### config.mk
export PLATFORM = sky130hd
export DESIGN_NAME = reg_bus_ctrl
export DESIGN_NICKNAME = d
export VERILOG_FILES = /design/src/rtl/reg_bus_ctrl.sv
export SDC_FILE = /design/constraint.sdc
export NUM_CORES = 1
export LEC_CHECK = 0
export ABC_AREA = 1
export BUFFER_PORTS_ARGS = -buffer_cell sky130_fd_sc_hd__buf_2
export CAP_MARGIN = 20
export CORE_UTILIZATION = 47
export DETAILED_ROUTE_END_ITERATION = 16
export HOLD_SLACK_MARGIN = 0.06
export PLACE_DENSITY_LB_ADDON = 0.2
export SYNTH_ARGS = -nofsm -noshare
export SYNTH_HDL_FRONTEND = slang
export SYNTH_SLANG_ARGS = --single-unit
### constraint.sdc
create_clock -name clk -period 1.9 [get_ports clk]
set_clock_uncertainty 0.05 [all_clocks]
set_input_delay 0.285 -clock clk [delete_from_list [all_inputs] [get_ports clk]]
set_output_delay 0.285 -clock clk [all_outputs]
set_load 0.005 [all_outputs]
### src/rtl/reg_bus_ctrl.sv
// Bus-side controller for a peripheral register bank: decodes single-cycle core requests
// into one-hot slot strobes and returns a one-cycle ack. Optional read wait: REG_BUS_CTRL_WAIT_EN.
module reg_bus_ctrl #(
    parameter int BW       = 32,
    parameter int AW       = 4,
    parameter int NREG     = 8,
    parameter int WAIT_CYC = 2
) (
    input  logic            clk,
    input  logic            rst_n,
    input  logic [AW-1:0]   bus_addr,
    input  logic            bus_rd,
    input  logic            bus_wr,
    input  logic [BW-1:0]   bus_wdata,
    output logic [BW-1:0]   bus_rdata,
    output logic            bus_ack,
    output logic            bus_err,
    output logic            busy,
    output logic [NREG-1:0] reg_re,
    output logic [NREG-1:0] reg_we,
    output logic [BW-1:0]   reg_wdata,
    input  logic [BW-1:0]   reg_rdata_or,
    output logic [1:0]      dbg_state
);

`ifdef REG_BUS_CTRL_WAIT_EN
    localparam bit WAIT_EN = 1'b1;
`else
    localparam bit WAIT_EN = 1'b0;
`endif

    // Extra read-strobe hold cycles actually in effect; zero makes S_WAIT unreachable.
    localparam int          WAIT_N = WAIT_EN ? WAIT_CYC : 0;
    localparam int          CW     = (WAIT_N > 1) ? $clog2(WAIT_N) : 1;
    localparam logic [AW:0] NREG_W = (AW+1)'(NREG);

    typedef enum logic [1:0] {
        S_IDLE   = 2'd0,
        S_ACCESS = 2'd1,
        S_WAIT   = 2'd2,
        S_RESP   = 2'd3
    } state_t;

    // Handshake: a request is taken only on an edge where busy=0 and bus_rd|bus_wr=1;
    // its completion is the single-cycle bus_ack pulse, with bus_rdata/bus_err valid only then.
    state_t          r_state;
    state_t          w_next;
    logic [AW-1:0]   r_addr;
    logic            r_is_rd;
    logic            r_err;
    logic [BW-1:0]   r_wdata;
    logic [BW-1:0]   r_rdata;
    logic [CW-1:0]   r_wait_cnt;

    logic            w_req_any;
    logic            w_req_both;
    logic            w_addr_bad;
    logic            w_capture;
    logic            w_cnt_inc;
    logic            w_strobe_win;

    assign w_req_any  = bus_rd | bus_wr;
    assign w_req_both = bus_rd & bus_wr;
    assign w_addr_bad = {1'b0, bus_addr} >= NREG_W;

    always_comb begin
        w_next    = r_state;
        w_capture = 1'b0;
        w_cnt_inc = 1'b0;
        case (r_state)
            S_IDLE: begin
                if (w_req_both) begin
                    w_next = S_RESP;
                end else if (w_req_any) begin
                    w_next = S_ACCESS;
                end
            end
            S_ACCESS: begin
                if (r_is_rd && (WAIT_N > 0)) begin
                    w_next = S_WAIT;
                end else begin
                    w_next    = S_RESP;
                    w_capture = r_is_rd;
                end
            end
            S_WAIT: begin
                // Read data is sampled on the last cycle the strobe is held.
                if (r_wait_cnt == CW'(WAIT_N - 1)) begin
                    w_next    = S_RESP;
                    w_capture = 1'b1;
                end else begin
                    w_cnt_inc = 1'b1;
                end
            end
            S_RESP: begin
                w_next = S_IDLE;
            end
            default: begin
                w_next = S_IDLE;
            end
        endcase
    end

    always_ff @(posedge clk or negedge rst_n) begin
        if (!rst_n) begin
            r_state    <= S_IDLE;
            r_addr     <= '0;
            r_is_rd    <= 1'b0;
            r_err      <= 1'b0;
            r_wdata    <= '0;
            r_rdata    <= '0;
            r_wait_cnt <= '0;
        end else begin
            r_state <= w_next;
            if (r_state == S_IDLE && w_req_any) begin
                r_addr  <= bus_addr;
                r_is_rd <= bus_rd & ~bus_wr;
                r_err   <= w_req_both | w_addr_bad;
                if (bus_wr && !bus_rd) begin
                    r_wdata <= bus_wdata;
                end
            end
            if (w_capture) begin
                r_rdata <= reg_rdata_or;
            end
            if (r_state != S_WAIT) begin
                r_wait_cnt <= '0;
            end else if (w_cnt_inc) begin
                r_wait_cnt <= r_wait_cnt + CW'(1);
            end
        end
    end

    // Address compare against each slot index also rejects out-of-range addresses.
    assign w_strobe_win = (r_state == S_ACCESS) || (r_state == S_WAIT);

    always_comb begin
        reg_re = '0;
        reg_we = '0;
        for (int i = 0; i < NREG; i++) begin
            reg_re[i] = w_strobe_win && r_is_rd && (r_addr == AW'(i));
            reg_we[i] = (r_state == S_ACCESS) && !r_is_rd && (r_addr == AW'(i));
        end
    end

    assign bus_ack   = (r_state == S_RESP);
    assign bus_err   = bus_ack & r_err;
    assign bus_rdata = (bus_ack && r_is_rd && !r_err) ? r_rdata : '0;
    assign busy      = (r_state != S_IDLE);
    assign reg_wdata = r_wdata;
    assign dbg_state = r_state;

endmodule

==> flow_metrics.tcl <==
set metrics [dict create \
    status "complete, no violations" \
    syn_nets 513 \
    synth_edf_count 0 \
    clock_latency_ns 0.33 \
    worstPathArrival_ns 1.49 \
    clock.fmax_mhz 549 \
    htreeDepth 3 \
    max_cap_viol_count 0 \
    clkPwrFrac 0.209 \
    grt_util_all_layers 0.224 \
    r2r-end "reg_wdata[11]$_DFFE_PN0P_" \
    root_buffer "clkbuf_8" \
    yosysSeqAreaShare 0.538 \
    critPathMaxFanout 32 \
    fin_crit_ns 1.82 \
    dp_hpwl_um 5620 \
    fin_area_mm2 0.00457 \
    io_pins 157 \
    hold_viol_final 0 \
    nFillCells 647 \
    r2r-start "dbg_state[0]$_DFFE_PN0P_" \
    slew_violations 0 \
    cts_buffer_depth 2 \
    place_area_mm2 0.00427 \
    synth.top_cells.by_area "dfrtp_1 54%, nand2_1 17%, nand3_1 11%" \
    setup_viol 0 \
    switchingPower_uw 2770 \
    drt_iter0_drc 105 \
    leakage_uw 0.00276 \
    r2r_setup_slack_ns 0.36 \
    async_reset_ff_frac 1.00 \
    yosys.area.top_type "dfrtp_1" \
    syn_to_final_growth_pct 34.6 \
    final_common_cell "buf_2" \
    worstSetupEndpoint "bus_rdata[4]" \
    end_kind "output port" \
    worstSetupPathType "register to output port" \
    worstPathRequired_ns 1.56 \
    yosys_warnings 0 \
    ir_worst_vdd_uv 916 \
    pwr-share-seq 0.380 \
    syn_area_per_cell_um2 7.78 \
    cts_num_sinks 73 \
    synth_area_mm2 0.00340 \
    rsz0062_at_grt "true" \
    layout.nets 668 \
    fp.dieArea_mm2 0.00757 \
    port_buffers 156 \
    p_int_uw 4450 \
    fp.dieW_um 87.0 \
    grt_pass1_wl_um 13400 \
    period_share 0.958 \
    via_per_inst 4.64 \
    wl_per_cell_um 11.9 \
    power_density_mw_per_mm2 1580 \
    cts_buffers 9 \
    dp_slack_ns 0.253 \
    core_mm2 0.00691 \
    most-common-layout-cells "155 x buf_2, 152 x nand2_1, 74 x nand3_1, 73 x dfrtp_1, 51 x nor2_1" \
    grt_max_degree 40 \
    worst_slack_ns 0.0791 \
    p_sw_frac 0.384 \
    ys_types 17 \
    synth_top_area_frac 0.538 \
    insertedDiodeCount 0 \
    dominantRegCellSynth "dfrtp_1" \
    routabilityCongestion 0.810 \
    synthCells 437 \
    cts_tree "built" \
    initial_core_util 0.492 \
    p_comb_frac 0.412 \
    cp-start-kind "register" \
    clk_pin_slew_ns 0.09 \
    drive_gt1_frac 0.322 \
    wirelength_um 8280 \
    drc 0 \
    overflow 0 \
    num_rows 30 \
    die_y_um 87.0 \
    slew_headroom 0.681 \
    r2r_cells 7 \
    grt_pass1_vias 2958 \
    min_path_type "primary input to register" \
    crit_start "dbg_state[1]$_DFFE_PN0P_" \
    vias 3213 \
    antenna_found_initial 0 \
    synth-seq-cells 73 \
    worstMarginPinSlew_ns 0.478 \
    firstDrtPassIters 4 \
    antenna_left 0 \
]
[cells by family after synthesis]
family / count (synthesis) / share of synthesized area
compound gates: 7 / 0.0114
fa+ha+maj: 4 / 0.0147
buf+inv: 70 / 0.0909
flops: 73 / 0.538
simple gates: 283 / 0.345
[power by group through the flow]
stage | Sequential (µW) | Combinational [µW] | Clock [µW]
final | 2740 | 2970 | 1510
after global routing | 2840 | 3410 | 1610
after CTS | 2740 | 2970 | 1540
after detailed placement | 2760 | 2890 | 0
after global placement | 2740 | 2800 | 0
after floorplan | 2730 | 1780 | 0
[worst min path at each step]
stage	startpoint	end	slack, ns	cells past startpoint
after floorplan	rst_n	dbg_state[0]$_DFFE_PN0P_	-0.06	0
final	reg_rdata_or[8]	r_rdata[8]$_DFFE_PN0P_	0.12	3
after global placement	rst_n	r_rdata[24]$_DFFE_PN0P_	0.22	1
after CTS	reg_rdata_or[8]	r_rdata[8]$_DFFE_PN0P_	0.11	3
after global routing	reg_rdata_or[10]	r_rdata[10]$_DFFE_PN0P_	0.12	3
after detailed placement	rst_n	r_rdata[24]$_DFFE_PN0P_	0.23	1
[per-stage QoR]
| stage | total power (µW) | utilization | cells | setup TNS, ns | hold slack, ns |
|---|---|---|---|---|---|
| 6_report | 7220 | 0.662 | 693 | 0 | 0.124 |
| 5_1_grt | 7860 | 0.662 | 693 | -0.141 | 0.120 |
| 4_1_cts | 7260 | 0.660 | 692 | 0 | 0.114 |
| 3_5_place_dp | 5650 | 0.618 | 674 | 0 | 0.228 |
| 3_3_place_gp | 5540 | 0.618 | 674 | 0 | 0.223 |
| 2_1_floorplan | 4510 | - | 437 | 0 | -0.0606 |
[cells in the mapped netlist (3+ instances only)]
cell and number:
dfrtp_1 73, nand2_1 154, ha_1 4, inv_1 45, nand3_1 74, clkbuf_1 8
o21ai_0 5, buf_6 3, buf_4 3, nor2_1 52, buf_2 10
[sequential cells by signal, indices dropped and copies added, names as in the netlist]
register,flops
r_rdata,32
reg_wdata,32
r_addr,4
dbg_state,2
r_err,1
r_is_rd,1
r_wait_cnt,1
[metal layers]
layer  vias to the layer above  global-route usage  share of wire
met2                       119               0.371           0.47
met5                         -                   0              0
li1                       1647                   -              -
met4                         0              0.0621         0.0076
met3                         6              0.0607          0.074
met1                      1441               0.290           0.44
[layout make-up]
type	count	area, µm²	area share
timing repair buffer	168	913	0.200
sequential	73	1830	0.399
tap	96	120	0.0263
inverter	46	173	0.0377
clock buffer	12	155	0.0339
clock inverter	4	98.8	0.0216
multi-input combinational	294	1290	0.281
[worst max-delay path, stage by stage, from the launching register on]
cell	delay, ns
dfrtp_1	0.39
ha_2	0.23
nand2_1	0.10
buf_12	0.17
nor2_1	0.13
buf_2	0.13
[repair_timing]
action / CTS / global route
setup buffers: 1 / 1
endpoints found under the setup margin: 27 / 46
hold buffers: 1 / 0
endpoints found under the hold margin: 34 / 0
pin swaps: 0 / 0
gates resized for setup: 3 / 3
Note: power is estimated with default switching activity, not from simulation.
